### src/rtl/mc_pkg.sv
// Shared encodings for the multi-cycle MIPS controller: states, opcodes, functs,
// ALU controls and datapath mux selects.
package mc_pkg;

    localparam int unsigned STATE_W = 4;
    localparam int unsigned OP_W    = 6;

    localparam logic [3:0] S_FETCH   = 4'd0;
    localparam logic [3:0] S_DECODE  = 4'd1;
    localparam logic [3:0] S_MEMADR  = 4'd2;
    localparam logic [3:0] S_MEMRD   = 4'd3;
    localparam logic [3:0] S_MEMWB   = 4'd4;
    localparam logic [3:0] S_MEMWR   = 4'd5;
    localparam logic [3:0] S_RTYPEEX = 4'd6;
    localparam logic [3:0] S_RTYPEWB = 4'd7;
    localparam logic [3:0] S_BEQEX   = 4'd8;
    localparam logic [3:0] S_ADDIEX  = 4'd9;
    localparam logic [3:0] S_ADDIWB  = 4'd10;
    localparam logic [3:0] S_JEX     = 4'd11;

    localparam logic [5:0] OP_RTYPE = 6'b000000;
    localparam logic [5:0] OP_LW    = 6'b100011;
    localparam logic [5:0] OP_SW    = 6'b101011;
    localparam logic [5:0] OP_BEQ   = 6'b000100;
    localparam logic [5:0] OP_ADDI  = 6'b001000;
    localparam logic [5:0] OP_J     = 6'b000010;
    localparam logic [5:0] OP_ANDI  = 6'b001100;
    localparam logic [5:0] OP_ORI   = 6'b001101;
    localparam logic [5:0] OP_SLTI  = 6'b001010;

    localparam logic [5:0] FN_ADD = 6'b100000;
    localparam logic [5:0] FN_SUB = 6'b100010;
    localparam logic [5:0] FN_AND = 6'b100100;
    localparam logic [5:0] FN_OR  = 6'b100101;
    localparam logic [5:0] FN_SLT = 6'b101010;

    localparam logic [2:0] ALU_ADD = 3'b010;
    localparam logic [2:0] ALU_SUB = 3'b110;
    localparam logic [2:0] ALU_AND = 3'b000;
    localparam logic [2:0] ALU_OR  = 3'b001;
    localparam logic [2:0] ALU_SLT = 3'b111;

    localparam logic [1:0] ALU_OP_ADD   = 2'b00;
    localparam logic [1:0] ALU_OP_SUB   = 2'b01;
    localparam logic [1:0] ALU_OP_FUNCT = 2'b10;

    localparam logic [1:0] SRCB_B      = 2'b00;
    localparam logic [1:0] SRCB_FOUR   = 2'b01;
    localparam logic [1:0] SRCB_IMM    = 2'b10;
    localparam logic [1:0] SRCB_IMM_SH = 2'b11;

    localparam logic [1:0] PCSRC_ALU    = 2'b00;
    localparam logic [1:0] PCSRC_ALUOUT = 2'b01;
    localparam logic [1:0] PCSRC_JUMP   = 2'b10;

    // Immediate logic ops reuse the R-type funct path through an equivalent funct.
    function automatic logic [5:0] imm_funct(input logic [5:0] op);
        case (op)
            OP_ANDI: imm_funct = FN_AND;
            OP_ORI:  imm_funct = FN_OR;
            OP_SLTI: imm_funct = FN_SLT;
            default: imm_funct = FN_ADD;
        endcase
    endfunction

endpackage

### src/rtl/multi_cycle_control_alu_decoder.sv
// Combinational ALU control decode from (alu_op, funct).
module alu_decoder
    import mc_pkg::*;
(
    input  logic [1:0] alu_op_i,
    input  logic [5:0] funct_i,
    output logic [2:0] alu_ctrl_o
);

    always_comb begin
        alu_ctrl_o = ALU_ADD;
        case (alu_op_i)
            ALU_OP_SUB: alu_ctrl_o = ALU_SUB;
            ALU_OP_FUNCT: begin
                case (funct_i)
                    FN_SUB:  alu_ctrl_o = ALU_SUB;
                    FN_AND:  alu_ctrl_o = ALU_AND;
                    FN_OR:   alu_ctrl_o = ALU_OR;
                    FN_SLT:  alu_ctrl_o = ALU_SLT;
                    default: alu_ctrl_o = ALU_ADD;
                endcase
            end
            default: alu_ctrl_o = ALU_ADD;
        endcase
    end

endmodule

### src/rtl/multi_cycle_control.sv
// Main control FSM of the multi-cycle MIPS datapath with mem_ready handshake.
// Define MC_CTRL_IMM_EXT_EN to also accept andi/ori/slti.
module multi_cycle_control
    import mc_pkg::*;
(
    input  logic       clk,
    input  logic       reset,
    input  logic [5:0] opcode,
    input  logic [5:0] funct,
    input  logic       zero,
    input  logic       mem_ready,
    output logic       mem_req,
    output logic       iord,
    output logic       mem_write,
    output logic       ir_write,
    output logic       pc_en,
    output logic       reg_write,
    output logic       reg_dst,
    output logic       mem_to_reg,
    output logic       alu_src_a,
    output logic [1:0] alu_src_b,
    output logic [1:0] pc_src,
    output logic [2:0] alu_ctrl,
    output logic       instr_done,
    output logic       illegal_op
);

    logic [STATE_W-1:0] state_q, state_d;
    logic       mem_req_c, iord_c, mem_write_c, ir_write_c, pc_write_c, branch_c;
    logic       reg_write_c, reg_dst_c, mem_to_reg_c, alu_src_a_c, alu_en_c;
    logic       instr_done_c, illegal_op_c;
    logic [1:0] alu_src_b_c, pc_src_c, alu_op_c;
    logic [5:0] funct_sel_c;
    logic [2:0] alu_dec_c;

    always_ff @(posedge clk) begin
        if (reset) state_q <= S_FETCH;
        else       state_q <= state_d;
    end

    // Next state and per-state control decode
    always_comb begin
        state_d      = state_q;
        mem_req_c    = 1'b0;
        iord_c       = 1'b0;
        mem_write_c  = 1'b0;
        ir_write_c   = 1'b0;
        pc_write_c   = 1'b0;
        branch_c     = 1'b0;
        reg_write_c  = 1'b0;
        reg_dst_c    = 1'b0;
        mem_to_reg_c = 1'b0;
        alu_src_a_c  = 1'b0;
        alu_en_c     = 1'b0;
        instr_done_c = 1'b0;
        illegal_op_c = 1'b0;
        alu_src_b_c  = SRCB_B;
        pc_src_c     = PCSRC_ALU;
        alu_op_c     = ALU_OP_ADD;
        funct_sel_c  = funct;
        case (state_q)
            S_FETCH: begin
                mem_req_c   = 1'b1;
                alu_src_b_c = SRCB_FOUR;
                alu_en_c    = 1'b1;
                if (mem_ready) begin
                    ir_write_c = 1'b1;
                    pc_write_c = 1'b1;
                    state_d    = S_DECODE;
                end
            end
            S_DECODE: begin
                alu_src_b_c = SRCB_IMM_SH;
                alu_en_c    = 1'b1;
                case (opcode)
                    OP_LW, OP_SW: state_d = S_MEMADR;
                    OP_RTYPE:     state_d = S_RTYPEEX;
                    OP_BEQ:       state_d = S_BEQEX;
                    OP_ADDI:      state_d = S_ADDIEX;
                    OP_J:         state_d = S_JEX;
`ifdef MC_CTRL_IMM_EXT_EN
                    OP_ANDI, OP_ORI, OP_SLTI: state_d = S_ADDIEX;
`endif
                    default: begin
                        illegal_op_c = 1'b1;
                        state_d      = S_FETCH;
                    end
                endcase
            end
            S_MEMADR: begin
                alu_src_a_c = 1'b1;
                alu_src_b_c = SRCB_IMM;
                alu_en_c    = 1'b1;
                state_d     = (opcode == OP_SW) ? S_MEMWR : S_MEMRD;
            end
            S_MEMRD: begin
                mem_req_c = 1'b1;
                iord_c    = 1'b1;
                if (mem_ready) state_d = S_MEMWB;
            end
            S_MEMWB: begin
                reg_write_c  = 1'b1;
                mem_to_reg_c = 1'b1;
                instr_done_c = 1'b1;
                state_d      = S_FETCH;
            end
            S_MEMWR: begin
                mem_req_c   = 1'b1;
                iord_c      = 1'b1;
                mem_write_c = 1'b1;
                if (mem_ready) begin
                    instr_done_c = 1'b1;
                    state_d      = S_FETCH;
                end
            end
            S_RTYPEEX: begin
                alu_src_a_c = 1'b1;
                alu_op_c    = ALU_OP_FUNCT;
                alu_en_c    = 1'b1;
                state_d     = S_RTYPEWB;
            end
            S_RTYPEWB: begin
                reg_write_c  = 1'b1;
                reg_dst_c    = 1'b1;
                instr_done_c = 1'b1;
                state_d      = S_FETCH;
            end
            S_BEQEX: begin
                alu_src_a_c  = 1'b1;
                alu_op_c     = ALU_OP_SUB;
                alu_en_c     = 1'b1;
                pc_src_c     = PCSRC_ALUOUT;
                branch_c     = 1'b1;
                instr_done_c = 1'b1;
                state_d      = S_FETCH;
            end
            S_ADDIEX: begin
                alu_src_a_c = 1'b1;
                alu_src_b_c = SRCB_IMM;
                alu_en_c    = 1'b1;
`ifdef MC_CTRL_IMM_EXT_EN
                if (opcode == OP_ANDI || opcode == OP_ORI || opcode == OP_SLTI) begin
                    alu_op_c    = ALU_OP_FUNCT;
                    funct_sel_c = imm_funct(opcode);
                end
`endif
                state_d = S_ADDIWB;
            end
            S_ADDIWB: begin
                reg_write_c  = 1'b1;
                instr_done_c = 1'b1;
                state_d      = S_FETCH;
            end
            S_JEX: begin
                pc_src_c     = PCSRC_JUMP;
                pc_write_c   = 1'b1;
                instr_done_c = 1'b1;
                state_d      = S_FETCH;
            end
            default: state_d = S_FETCH;
        endcase
    end

    alu_decoder u_alu_decoder (
        .alu_op_i   (alu_op_c),
        .funct_i    (funct_sel_c),
        .alu_ctrl_o (alu_dec_c)
    );

    // Reset forces every control low so an aborted instruction writes nothing.
    assign mem_req    = ~reset & mem_req_c;
    assign iord       = ~reset & iord_c;
    assign mem_write  = ~reset & mem_write_c;
    assign ir_write   = ~reset & ir_write_c;
    assign pc_en      = ~reset & (pc_write_c | (branch_c & zero));
    assign reg_write  = ~reset & reg_write_c;
    assign reg_dst    = ~reset & reg_dst_c;
    assign mem_to_reg = ~reset & mem_to_reg_c;
    assign alu_src_a  = ~reset & alu_src_a_c;
    assign alu_src_b  = reset ? 2'b00 : alu_src_b_c;
    assign pc_src     = reset ? 2'b00 : pc_src_c;
    assign alu_ctrl   = (reset || !alu_en_c) ? 3'b000 : alu_dec_c;
    assign instr_done = ~reset & instr_done_c;
    assign illegal_op = ~reset & illegal_op_c;

endmodule

### config.mk
export PLATFORM = sky130hd
export DESIGN_NAME = multi_cycle_control
export DESIGN_NICKNAME = d
export VERILOG_FILES = /design/src/rtl/mc_pkg.sv /design/src/rtl/multi_cycle_control_alu_decoder.sv /design/src/rtl/multi_cycle_control.sv
export SDC_FILE = /design/constraint.sdc
export NUM_CORES = 1
export LEC_CHECK = 0
export ABC_AREA = 0
export CORE_AREA = 2 2 46 48
export CTS_BUF_LIST = sky130_fd_sc_hd__clkbuf_4 sky130_fd_sc_hd__clkbuf_8
export DETAILED_ROUTE_END_ITERATION = 12
export DIE_AREA = 0 0 48 50
export MAX_ROUTING_LAYER = met4
export PLACE_DENSITY = 0.84
export RECOVER_POWER = 100
export SKIP_CTS_REPAIR_TIMING = 1
export SYNTH_ARGS = -nofsm -noshare
export SYNTH_HDL_FRONTEND = slang
export SYNTH_HIERARCHICAL = 1
export SYNTH_SLANG_ARGS = --single-unit
### constraint.sdc
create_clock -name clk -period 2.51 [get_ports clk]
set_input_delay 0.251 -clock clk [delete_from_list [all_inputs] [get_ports clk]]
set_output_delay 0.251 -clock clk [all_outputs]
set_load 0.02 [all_outputs]
Word-level counts from Yosys, hierarchy flattened --
Index checks and enable logic that the tools add are counted.
Word-level totals: input port bits 16, register bits 4, output and inout bits 18
Operators by class: eq/ne operators 25, reduce and logical (&&, ||, !) cells 14, muxes and demuxes 29, bitwise gates (word level) 14
Operator list (number):
- $eq A6 B6 Y1 const B | 6
- $pmux W4 S7 | 1
- $pmux W4 S5 | 1
- $eq A4 B3 Y1 const B | 4
- $eq A4 B4 Y1 const B | 4
- $mux W1 | 13
- $and A1 B1 Y1 | 12
- $mux W4 | 3
- $pmux W3 S4 | 1
- $reduce_or A6 Y1 | 2
- $eq A4 B2 Y1 const B | 2
- $pmux W2 S2 | 2
- $eq A6 B2 Y1 const B | 1
- $eq A6 B3 Y1 const B | 1
- $eq A6 B4 Y1 const B | 1
- $logic_not A6 Y1 | 1
- $mux W3 | 2
- $ne A2 B2 Y1 const B | 3
- $pmux W2 S3 | 1
- $pmux W3 S2 | 1
- $reduce_or A2 Y1 | 3
- $reduce_or A3 Y1 | 2
- $reduce_or A5 Y1 | 1
- $eq A4 B1 Y1 const B | 1
- 11 further kinds | 13

Logic depth before layout (Yosys ltp) --
depth in word-level cells 6, gate-level depth with buffers 9, depth with buffers taken out 8

Hierarchy --
The synthesis kept the hierarchy.
Modules (own cells, without submodules):
- multi_cycle_control | sequential area each 80.1 sq um, times used 1, area an instance 601.8 sq um, cells an instance 93
- alu_decoder | sequential area each 0.0 sq um, times used 1, area an instance 118.9 sq um, cells an instance 15

Worst setup path after synthesis --
Ideal clock, no wire load.
path type register -> output, start register state_q[2], end output port alu_ctrl[2], slack 0.409 ns, stages on the path, launching flop included 10, data arrival time 1.850 ns, path through dfxtp_1 > buf_2 > nor2_1 > nand2_1 > nor2_1 > inv_1 > ha_1 > nand4bb_1 > o22ai_1 > and2_1
RTL lines:
- start, declared | RTL line multi_cycle_control.sv:28 | logic [STATE_W-1:0] state_q, state_d;
- start signal, assigned | RTL line multi_cycle_control.sv:38 | else state_q <= state_d;
- $eq A4 B4 Y1 / $eq A4 B3 Y1 (equally long branches) | RTL line multi_cycle_control.sv:61 | case (state_q)
- $pmux W2 S2 (*) | RTL line multi_cycle_control.sv:61
- via alu_op_c[0] | RTL line multi_cycle_control.sv:32 | logic [1:0] alu_src_b_c, pc_src_c, alu_op_c;
- $eq A2 B2 Y1 / $eq A2 B1 Y1 (equally long branches) | RTL line multi_cycle_control_alu_decoder.sv:12 | case (alu_op_i)
- $pmux W3 S2 (*) | RTL line multi_cycle_control_alu_decoder.sv:12
- via alu_dec_c[2] | RTL line multi_cycle_control.sv:34 | logic [2:0] alu_dec_c;
- $mux W3 (*) | RTL line multi_cycle_control.sv:182 | assign alu_ctrl = (reset || !alu_en_c) ? 3'b000 : alu_dec_c;
- end, declared | RTL line multi_cycle_control.sv:23 | output logic [2:0] alu_ctrl,
The timed path passes the listed nets; every way through them passes the cells marked *.

Final worst setup path --
start register state_q[2], end output port alu_ctrl[0]
The elaborated chain is that of the path after synthesis.

==> flow_summary.json <==
{
  "antenna_found_initial": 0,
  "crit_chain": "nor2_1, nand2_1, nor2_1, inv_1, ha_1, nand4bb_1, a21oi_1, and2_1, clkbuf_1",
  "crit_path_top_delay_cell": "ha_1",
  "startpoint_type": "register",
  "fin_setup_tns_ns": 0,
  "htree_levels": 1,
  "hold_path.class": "register to register",
  "place_ws_ns": 0.04001,
  "num_rows": 16,
  "clk-insertion-delay-late_ns": 0.23,
  "path_buf_inv": 2,
  "grt_pass1_wl_mm": 3.608,
  "setup_violations": 0,
  "max_stage_delay_ns": 0.34,
  "async_flop_share": 0,
  "postRouteAntennaNets": 0,
  "max-slew-margin-rel": 0.7590,
  "die_y_um": 50,
  "io_buffer_count": 33,
  "tightest_slew_ns": 0.3601,
  "vias": 937,
  "cts_buffers": 3,
  "ys.flop_type": "dfxtp_1",
  "syn-cell-area_um2": 720.7,
  "drive_gt1_frac": 0.1164,
  "endpoint_kind": "output port",
  "layout_min_cycle_time_ns": 2.361,
  "cp.depth": 9,
  "worstRegToRegCells": 5,
  "critPathTopFamily": "simple AND/OR/NAND/NOR gates",
  "max_freq_ghz": 0.4235,
  "crit_type": "register to output port",
  "clk_pin_slew_ns": 0.04,
  "place.gp.congestion": 0.9252,
  "grt_overflow": 0,
  "area_delta_synth_final_pct": 51.56,
  "die_width_um": 48,
  "coreArea_um2": 1902,
  "cts_tree": "yes",
  "first_pass_iters": 5,
  "synth.largest_area_cell": "dfxtp_1",
  "ir_drop_mv": 0.1609,
  "seq_area_um2": 80.08,
  "ys_ff_latch": 4,
  "clock_skew_ns": 0.003808,
  "maxCapViolCount": 0,
  "required_ns": 2.26,
  "arrival_ns": 2.11,
  "syn_inst": 108,
  "n_antenna_cell": 0,
  "period_share": 0.9406,
  "netlist_top_cells_count": "nor2_1 (19), nor3_1 (12), a21oi_1 (10)",
  "start_util": 0.3789,
  "layout.nets": 166,
  "slew_violations": 0,
  "synth.most_common_cell": "nor2_1",
  "ys_types": 37,
  "dieArea_um2": 2400,
  "regMostFlops": "state_q",
  "crit_top_cell": "nor2_1",
  "num-fill-cells": 174,
  "ctsRootBufferMaster": "clkbuf_4",
  "min_delay_path_depth": 2,
  "rsz0062_at_grt": "false",
  "synth_warnings": 6,
  "grt_max_degree": 19,
  "cts_buffer_depth": 2,
  "drt-total-wl_mm": 2.203,
  "ys_seq_area_frac": 0.1111,
  "wl_per_cell_um": 12.73,
  "largest_reg_flops": 4,
  "reg_top3": "state_q x4",
  "p_leak_nw": 0.4520,
  "cts_sinks": 4,
  "design_area_um2": 1092,
  "multi_input_area_um2": 558.0,
  "grtUsageTotal": 0.2093,
  "placed_cell_area_um2": 1089,
  "finalHoldViolCount": 0,
  "avgSynthCellArea_um2": 6.673,
  "grt_pass1_vias": 870,
  "yosysTopAreaCellShare": 0.1111,
  "drt_iter0_drc": 29,
  "synthesis.nets": 126,
  "p_per_area_nw_per_um2": 229.8,
  "synth_edf_count": 0,
  "total_power_uw": 251.0,
  "post-route-drc-count": 0,
  "viasPerCell": 5.416,
  "hpwl_mm": 1.762,
  "ioPinCount": 34,
  "cp_max_fo": 4,
  "run_status": "finished clean",
  "fin_ws_ns": 0.1490,
  "synthTopCellsByArea": "dfxtp_1 (11%), nor2_1 (9.9%), nor3_1 (8.3%)"
}
[cells by family after synthesis]
family | after synthesis | share of synthesized area
buffers and inverters | 12 | 0.1146
flip-flops | 4 | 0.1111
AO/OA/AOI/OAI | 28 | 0.2535
XOR/XNOR | 3 | 0.03646
adder cells (fa/ha/maj) | 2 | 0.03472
multiplexers | 2 | 0.02951
AND/OR/NAND/NOR | 57 | 0.4202
[worst min-delay path, stage by stage, from the launching register on]
cell	delay, ns
dfxtp_1	0.35
buf_4	0.24
a2111oi_2	0.06
[power breakdown]
group          internal, mW  switching [mW]  total (mW)
Clock                0.0534          0.0250      0.0784
Sequential           0.0655         0.00124      0.0667
Combinational        0.0528          0.0530       0.106
[metal layers]
layer / wire length, µm / global-route usage
met5: 0 / -
met4: 23 / 0.08108
met3: 77 / 0.03297
met2: 1096 / 0.3356
met1: 1005 / 0.2527
[cell usage in the layout (no fill, tap or decap), types with 3 or more instances in the layout]
cell type and instances:
clkbuf_4 3, a21oi_1 10, inv_1 5, dlygate4sd3_1 14, and2_1 3, nor3_1 12, dfxtp_1 4, buf_4 9
xor2_1 3, clkdlybuf4s50_1 16, nor2_1 19, and3_1 3, o21ai_0 6, clkbuf_1 3, nand2_1 6
[final timing paths]
path,from,to,slack [ns]
max reg2reg,state_q[0],state_q[0],1.12
min,state_q[1],state_q[3],0.71
max,state_q[2],alu_ctrl[0],0.15
min reg2reg,state_q[1],state_q[3],0.71
[cell type report]
type,instances,area share
Timing Repair Buffer,42,0.3471
Multi-Input combinational cell,92,0.5109
Tap cell,27,0.03093
Clock buffer,3,0.02062
Sequential cell,4,0.07331
Inverter,5,0.01718
[metrics by stage]
stage	instances	hold slack (ns)	util
5_1_grt	173	0.7382	0.5743
3_3_place_gp	170	0.6925	0.5724
4_1_cts	173	0.7084	0.5842
3_5_place_dp	170	0.6961	0.5724
2_1_floorplan	108	0.4224	-
6_report	173	0.7122	0.5743
(Power assumes the default switching activity.)
